`src/rtl/regfile_dump_tx_pkg.sv`:
```
// Shared definitions for the register-file debug dump path: FSM encoding,
// byte geometry and small sizing helpers.
package regfile_dump_tx_pkg;

  localparam int unsigned BYTE_W         = 8;
  localparam int unsigned DEF_BITS_SIZE  = 32;
  localparam int unsigned BYTES_PER_WORD = DEF_BITS_SIZE / BYTE_W;

  typedef enum logic [1:0] {
    ST_IDLE  = 2'd0,
    ST_LATCH = 2'd1,
    ST_SEND  = 2'd2,
    ST_DONE  = 2'd3
  } state_e;

  function automatic int unsigned bytes_per_word(input int unsigned bits);
    return bits / BYTE_W;
  endfunction

  // Counter width that stays at least one bit for single-byte words.
  function automatic int unsigned cnt_width(input int unsigned n);
    return (n > 1) ? $clog2(n) : 1;
  endfunction

endpackage

```
`src/rtl/regfile_dump_tx_word_serializer.sv`:
```
// Holds one register word and offers it MSB-first, one byte per accepted
// valid/ready handshake; pulses word_done_o as the final byte is taken.
module regfile_dump_tx_word_serializer
  import regfile_dump_tx_pkg::*;
#(
  parameter int unsigned BITS_SIZE = 32
) (
  input  logic                 clk_i,
  input  logic                 rst_ni,
  input  logic                 load_i,
  input  logic [BITS_SIZE-1:0] word_i,
  input  logic                 tx_ready_i,
  output logic [BYTE_W-1:0]    tx_data_o,
  output logic                 tx_valid_o,
  output logic                 word_done_o
);

  localparam int unsigned    NBYTES = bytes_per_word(BITS_SIZE);
  localparam int unsigned    CNT_W  = cnt_width(NBYTES);
  localparam logic [CNT_W-1:0] LAST = CNT_W'(NBYTES - 1);

  logic [BITS_SIZE-1:0] shift_q, shift_d;
  logic [CNT_W-1:0]     cnt_q, cnt_d;
  logic                 valid_q, valid_d;
  logic                 accept;

  assign accept      = valid_q & tx_ready_i;
  assign word_done_o = accept && (cnt_q == LAST);

  always_ff @(posedge clk_i or negedge rst_ni) begin
    if (!rst_ni) begin
      shift_q <= '0;
      cnt_q   <= '0;
      valid_q <= 1'b0;
    end else begin
      shift_q <= shift_d;
      cnt_q   <= cnt_d;
      valid_q <= valid_d;
    end
  end

  // Data and valid only move on load or on an accepted byte, so they hold under backpressure.
  always_comb begin
    shift_d = shift_q;
    cnt_d   = cnt_q;
    valid_d = valid_q;
    if (load_i) begin
      shift_d = word_i;
      cnt_d   = '0;
      valid_d = 1'b1;
    end else if (accept) begin
      shift_d = shift_q << BYTE_W;
      cnt_d   = cnt_q + CNT_W'(1);
      if (cnt_q == LAST) begin
        valid_d = 1'b0;
      end
    end
  end

  assign tx_data_o  = shift_q[BITS_SIZE-1 -: BYTE_W];
  assign tx_valid_o = valid_q;

endmodule

```
`src/rtl/regfile_dump_tx.sv`:
```
// Walks every architectural register through the debug read port and streams
// each value MSB-first as bytes toward the UART transmitter.
module regfile_dump_tx
  import regfile_dump_tx_pkg::*;
#(
  parameter int unsigned BITS_SIZE = 32,
  parameter int unsigned BITS_REGS = 5
) (
  input  logic                 i_clk,
  input  logic                 i_reset,
  input  logic                 i_start,
  output logic [BITS_REGS-1:0] o_dir_debug,
  input  logic [BITS_SIZE-1:0] i_data_debug,
  output logic [BYTE_W-1:0]    o_tx_data,
  output logic                 o_tx_valid,
  input  logic                 i_tx_ready,
  output logic                 o_busy,
  output logic                 o_done
);

  localparam logic [BITS_REGS-1:0] LAST_ADDR = '1;

  state_e               state_q, state_d;
  logic [BITS_REGS-1:0] addr_q, addr_d;
  logic                 load_c;
  logic                 word_done;

  always_ff @(posedge i_clk or negedge i_reset) begin
    if (!i_reset) begin
      state_q <= ST_IDLE;
      addr_q  <= '0;
    end else begin
      state_q <= state_d;
      addr_q  <= addr_d;
    end
  end

  // The address only changes on the edge into LATCH, giving the read a full cycle to settle.
  always_comb begin
    state_d = state_q;
    addr_d  = addr_q;
    case (state_q)
      ST_IDLE: begin
        if (i_start) begin
          state_d = ST_LATCH;
          addr_d  = '0;
        end
      end
      ST_LATCH: state_d = ST_SEND;
      ST_SEND: begin
        if (word_done) begin
          if (addr_q == LAST_ADDR) begin
            state_d = ST_DONE;
          end else begin
            state_d = ST_LATCH;
            addr_d  = addr_q + BITS_REGS'(1);
          end
        end
      end
      ST_DONE: begin
        state_d = ST_IDLE;
        addr_d  = '0;
      end
      default: state_d = ST_IDLE;
    endcase
  end

  always_comb begin
    load_c = (state_q == ST_LATCH);
    o_busy = (state_q != ST_IDLE);
    o_done = (state_q == ST_DONE);
  end

  assign o_dir_debug = addr_q;

  regfile_dump_tx_word_serializer #(
    .BITS_SIZE (BITS_SIZE)
  ) u_ser (
    .clk_i       (i_clk),
    .rst_ni      (i_reset),
    .load_i      (load_c),
    .word_i      (i_data_debug),
    .tx_ready_i  (i_tx_ready),
    .tx_data_o   (o_tx_data),
    .tx_valid_o  (o_tx_valid),
    .word_done_o (word_done)
  );

endmodule

```
`config.mk`:
```
export PLATFORM = sky130hd
export DESIGN_NAME = regfile_dump_tx
export DESIGN_NICKNAME = d
export VERILOG_FILES = /design/src/rtl/regfile_dump_tx_pkg.sv /design/src/rtl/regfile_dump_tx_word_serializer.sv /design/src/rtl/regfile_dump_tx.sv
export SDC_FILE = /design/constraint.sdc
export NUM_CORES = 1
export LEC_CHECK = 0
export ABC_AREA = 1
export CORE_UTILIZATION = 44
export DETAILED_ROUTE_END_ITERATION = 6
export HOLD_SLACK_MARGIN = 0.1
export PLACE_DENSITY_LB_ADDON = 0.15
export SETUP_SLACK_MARGIN = 0.05
export SLEW_MARGIN = 20
export SYNTH_ARGS = -nofsm -noshare
export SYNTH_HDL_FRONTEND = slang
export SYNTH_SLANG_ARGS = --single-unit
```
`constraint.sdc`:
```
create_clock -name i_clk -period 1.5 [get_ports i_clk]
set_input_delay 0.375 -clock i_clk [delete_from_list [all_inputs] [get_ports i_clk]]
set_output_delay 0.375 -clock i_clk [all_outputs]
set_load 0.05 [all_outputs]
```
==> results of run 1 <==
==> through the flow <==
step / hold WS (ps) / setup WS (ps) / setup TNS [ps] / util (%)
after floorplan: 79.4 / -76.5 / -375 / -
after global placement: 366 / -109 / -3640 / 62.8
after detailed placement: 363 / -142 / -4400 / 62.8
after CTS: 490 / -62.7 / -480 / 67.9
after global routing: 509 / -108 / -1950 / 69.0
final: 488 / -58.0 / -120 / 69.0
==> synth_stat cells <==
master and n:
inv_2 2, nand3_1 52, or2_1 1, nor2_4 2, a22o_1 8, ha_1 7, buf_2 5, nor2_1 8
dfrtp_1 42, a22oi_2 1, inv_4 1, nand2_2 2, nor2_8 1, nand2_1 76, a22oi_1 1, xor2_1 1
nand2_4 1, buf_6 3, o21ai_0 1, inv_1 9, buf_4 12
==> critical path, delay by kind of cell (launching register included) <==
kind | cells | cell delay, ps
DFF | 1 | 410
adders and majority gates | 1 | 140
buffers and inverters | 3 | 340
==> cells by family (layout without fill, tap and decap cells) <==
family / count (synthesis) / count (layout) / share of synthesized area, %
DFF: 42 / 42 / 50.4
adders and majority gates: 7 / 7 / 4.20
xor gates and xnor gates: 1 / 1 / 0.420
AOI/OAI and AO/OA: 11 / 11 / 4.56
buffers and inverters: 32 / 91 / 9.41
and+or+nand+nor: 143 / 144 / 31.1
==> timing repair <==
item / in CTS / in global routing
endpoints found under the hold margin: 42 / 0
cloned: 1 / 0
gates resized for setup: 8 / 7
pin swaps: 4 / 2
hold buffers: 1 / 0
setup endpoints to repair: 40 / 44
setup buffers: 7 / 2
==> metal layers <==
| metal | vias to the layer above | track usage [%] | part of all wire [%] | wire, um |
|---|---|---|---|---|
| met5 | - | 0 | 0 | 0 |
| met1 | 813 | 25.8 | 46 | 2040 |
| met2 | 51 | 31.4 | 48 | 2140 |
| li1 | 881 | - | - | - |
| met3 | 4 | 4.56 | 4.6 | 204 |
| met4 | 0 | 7.11 | 1.2 | 55 |
==> power breakdown <==
part / internal (mW) / switching [mW]
sequential: 1.62 / 0.349
combinational: 1.54 / 1.87
clock: 0.497 / 0.381
==> flip-flops by register name, indices dropped and copies added, names as in the netlist <==
signal	cells
o_dir_debug	5
u_ser.shift_q	32
u_ser.cnt_q	2
u_ser.tx_valid_o	1
state_q	2
==> path summary, 6_finish.rpt <==
check / start / to / slack [ps] / depth (start not counted)
setup / recovery: state_q[0]$_DFFE_PN0P_ / o_busy / -60 / 4
hold / removal: u_ser.shift_q[17]$_DFFE_PN0P_ / u_ser.shift_q[17]$_DFFE_PN0P_ / 490 / 2
setup reg to reg: state_q[0]$_DFFE_PN0P_ / u_ser.shift_q[15]$_DFFE_PN0P_ / -30 / 6
max in group asynchronous: i_reset / o_dir_debug[0]$_DFFE_PN0P_ / 710 / 3
hold reg to reg: u_ser.shift_q[17]$_DFFE_PN0P_ / u_ser.shift_q[17]$_DFFE_PN0P_ / 490 / 2
min in group asynchronous: i_reset / o_dir_debug[2]$_DFFE_PN0P_ / 580 / 3
==> final cells by class <==
| class | count | area [um^2] |
|---|---|---|
| Fill cell | 328 | 1380 |
| Sequential cell | 42 | 1050 |
| Multi-Input combinational cell | 163 | 943 |
| Timing Repair Buffer | 71 | 838 |
| Clock buffer | 6 | 72.6 |
| Tap cell | 52 | 65.1 |
| Inverter | 12 | 56.3 |
| Clock inverter | 2 | 37.5 |
==> impl_metrics.toml, run 1 <==
[die]
ios = 52
core_um2 = 4440
die-area_um2 = 5020
rows = 24
start_util_pct = 47.0
fp.dieH_um = 70.9
die-width_um = 70.9

[placed_design]
placed_area_um2 = 2790
dpl.hpwl_um = 2890
dp.cells = 329
place.gp.congestion = 0.709
io_buffers = 51

[clocking]
cts_buffer_depth = 2
insertion_delay_ps = 290
cts_buffers = 5
clk_transition_reported_paths_ps = 80
clock_sinks = 42
cts_tree = "done"
cts_root_buf = "clkbuf_8"
h-tree-depth = 2

[status]
status = "finished, violations left"
violations = "setup timing"

[global_route]
grt_antenna_before_repair = 0
grt-ovfl-total = 0
grtUsageTotal_pct = 19.5
grt_first_pass_wirelength_um = 7640
grt_max_degree = 43
first_global_vias = 1649

[timing]
rsz0062_at_grt = "true"
clock_skew_ps = 9.72
fin_ws_ps = -58.0
min_period_over_period_pct = 104
worst_pin_slew_ps = 292
setup_viol_count_final = 7
fin_crit_ps = 1560
hold_viol = 0
drv_slew = 0
clock.fmax_ghz = 0.642
relSlewSlack_pct = 80.5

[logic_synthesis]
yosysTopAreaCellShare_pct = 50.4
syn_nets = 279
yosysUniqueCellTypes = 21
ys.warnings.count = 0
synth_cells = 236
netlist_area_um2 = 2090
synth_top_area_cell = "dfrtp_1"
syn_area_per_cell_um2 = 8.84
yosys-top-cells-area = "dfrtp_1 50%, nand2_1 14%, nand3_1 12%"
ys_seq_area_share_pct = 50.4
synth_seq_cells = 42

[cells_and_area]
final_common_cell = "nand2_1"
area_growth_pct = 46.9
layout-drive-gt1-share_pct = 23.6
layout_common_cells = "75 x nand2_1, 51 x nand3_1, 40 x dfrtp_1"
fin_cells = 348
design_area_um2 = 3070
layout.nets = 338
antenna_cells = 0

[drt]
wl_um = 4440
firstDrtPassIters = 6
final_antenna_net_count = 0
drt_iter0_drc = 122
vias = 1749
vias_per_cell = 5.03
post-route-drc-count = 0
wl_per_cell_um = 12.8

[worst_hold_path]
min_path_type = "reg -> reg"

[critical_path]
crit_path_end_kind = "output pin"
slowest_stage = "dfrtp_1"
path_cells = "inv_2, ha_4, clkinvlp_4, buf_12"
cp_data_required_time_ps = 1120
crit_type = "reg -> out"
start_kind = "flop"
crit_arrival_ps = 1180
cp_max_fo = 3
critPathMaxStageDelay_ps = 410

[power]
cellLeakagePower_nw = 1.48
total_power_mw = 6.26
ir_drop_uv = 1230
powerDensity_nw_per_um2 = 2040

[run]
cap_viol_max_count = 0
Note: power is estimated with default switching activity, not from simulation.
==> inputs of run 2 (changes only) <==
--- a/config.mk
+++ b/config.mk
@@ -6,6 +6,7 @@
 export NUM_CORES = 1
 export LEC_CHECK = 0
 export ABC_AREA = 1
+export CORE_ASPECT_RATIO = 1.25
 export CORE_UTILIZATION = 44
 export DETAILED_ROUTE_END_ITERATION = 6
 export HOLD_SLACK_MARGIN = 0.1
==> constraint.sdc (replaced) <==
create_clock -name i_clk -period 1.5 [get_ports i_clk]
set_input_delay 0.15 -clock i_clk [delete_from_list [all_inputs] [get_ports i_clk]]
set_output_delay 0.15 -clock i_clk [all_outputs]
set_load 0.05 [all_outputs]
==> run 2 against run 1 <==
  * The run now ends clean
  * Critical endpoint is now o_dir_debug[0]$_DFFE_PN0P_
  * Core utilization shrank 6.4 points
  * Clock skew grew 1.4 ps
  * Sequential cell count is the same
==> impl_metrics.toml, run 2 (synthesis results as in run 1) <==
[status]
status = "completed"

[clocking]
clk_transition_reported_paths_ps = 80
clock_sinks = 42
cts_tree = "done"
cts_root_buf = "clkbuf_8"
cts_buffers = 5
cts_buffer_depth = 2
h-tree-depth = 2
insertion_delay_ps = 290

[placed_design]
place_ws_ps = -25.5
io_buffers = 51
place.gp.congestion = 0.731
dpl.hpwl_um = 3000

[critical_path]
cp_max_fo = 5
path_cells = "ha_4, nand2_2, nor2_2, ha_2, nand2_4, inv_2, nor2_4, inv_2, nor2_4, nand2_1, nand2_1"
start_kind = "flop"
crit_arrival_ps = 1710
critPathMaxStageDelay_ps = 430
cp_data_required_time_ps = 1730
crit_type = "reg -> reg"
slowest_stage = "dfrtp_2"
crit_path_end_kind = "flop"

[cells_and_area]
area_growth_pct = 34.8
post-route-util_pct = 62.6
layout-drive-gt1-share_pct = 22.0
final_common_cell = "nand2_1"
largest_reg_flops = 32
top_register = "u_ser.shift_q"
layout.nets = 333
antenna_cells = 0
layout_common_cells = "75 x nand2_1, 51 x nand3_1, 40 x dfrtp_1"

[power]
p_clk_share_pct = 13.4
seqPwrFrac_pct = 33.5
p_sw_mw = 2.50
p_int_mw = 3.21
ir_drop_uv = 805
powerDensity_nw_per_um2 = 2030
combPwrFrac_pct = 53.1
cellLeakagePower_nw = 1.38
switching_share_pct = 43.8

[drt]
final_antenna_net_count = 0
post-route-drc-count = 0
wl_um = 4350
firstDrtPassIters = 4
vias = 1709
wl_per_cell_um = 12.5
drt_iter0_drc = 81
vias_per_cell = 4.90

[die]
die-area_um2 = 5020
ios = 52
start_util_pct = 46.4
die-width_um = 63.6
rows = 27
fp.dieH_um = 79
core_um2 = 4490

[timing]
relSlewSlack_pct = 65.0
drv_slew = 0
rsz0062_at_grt = "true"
worst_pin_slew_ps = 524
tns_ps = 0
fin_crit_ps = 1480
setup_viol_count_final = 0
min_period_over_period_pct = 98.4
fin_ws_ps = 24.0
hold_viol = 0
clock.fmax_ghz = 0.677
clock_skew_ps = 11.1

[global_route]
grt_max_degree = 43
grt_first_pass_wirelength_um = 7490
grt_antenna_before_repair = 0
grt-ovfl-total = 0
grtUsageTotal_pct = 19.1
first_global_vias = 1643

[run]
cap_viol_max_count = 0

[worst_hold_path]
min_path_type = "in -> reg"
-- run 2: through the flow --
stage / cells / cell area [um^2] / hold slack, ps / total power, mW
final: 349 / 2810 / 413 / 5.72
after global routing: 349 / 2810 / 413 / 6.15
after CTS: 348 / 2790 / 413 / 5.72
after detailed placement: 337 / 2640 / 248 / 4.85
after global placement: 337 / 2640 / 253 / 4.77
after floorplan: 236 / 2120 / -146 / 4.12
-- run 2: final cells by class --
cell class | count | area [um^2]
multi-input combinational | 162 | 908
inverter | 12 | 53.8
sequential | 42 | 1050
timing repair buffer | 67 | 629
tap | 58 | 72.6
clock inverter | 1 | 8.76
clock buffer | 7 | 86.3
fill | 398 | 1680
-- run 2: power by group through the flow --
stage | sequential (mW) | clock, mW | combinational, mW
5_1_grt | 1.97 | 0.852 | 3.33
3_3_place_gp | 1.92 | 0 | 2.86
3_5_place_dp | 1.93 | 0 | 2.92
6_report | 1.91 | 0.765 | 3.04
4_1_cts | 1.91 | 0.782 | 3.03
2_1_floorplan | 1.94 | 0 | 2.18
-- run 2: worst max-delay path, delay by kind of cell (launching register included) --
family	cells	cell delay (ps)
flops	1	430
simple gates	7	550
fa+ha+maj	2	340
buf+inv	2	100
-- run 2: path summary, 6_finish.rpt --
check / from / endpoint / slack, ps / cells past startpoint
setup / recovery: o_dir_debug[0]$_DFFE_PN0P_ / o_dir_debug[0]$_DFFE_PN0P_ / 20 / 11
hold / removal: i_data_debug[24] / u_ser.shift_q[24]$_DFFE_PN0P_ / 410 / 3
setup reg to reg: o_dir_debug[0]$_DFFE_PN0P_ / o_dir_debug[0]$_DFFE_PN0P_ / 20 / 11
hold reg to reg: u_ser.shift_q[29]$_DFFE_PN0P_ / u_ser.shift_q[29]$_DFFE_PN0P_ / 480 / 2
max in group asynchronous: i_reset / o_dir_debug[1]$_DFFE_PN0P_ / 660 / 3
min in group asynchronous: i_reset / u_ser.shift_q[22]$_DFFE_PN0P_ / 450 / 3
-- run 2: metal layers --
metal | track usage [%] | part of all wire, %
met1 | 25.4 | 44
met2 | 31.1 | 51
met3 | 4.31 | 4.5
met4 | 5.45 | 0.71
met5 | 0 | 0
-- run 2: timing repair --
action | CTS | global route
buffers inserted | 2 | 1
endpoints found under the hold margin | 42 | 0
gates resized for setup | 6 | 5
gates cloned | 0 | 0
hold buffers | 1 | 0
pin swaps | 5 | 7
setup endpoints to repair | 32 | 32
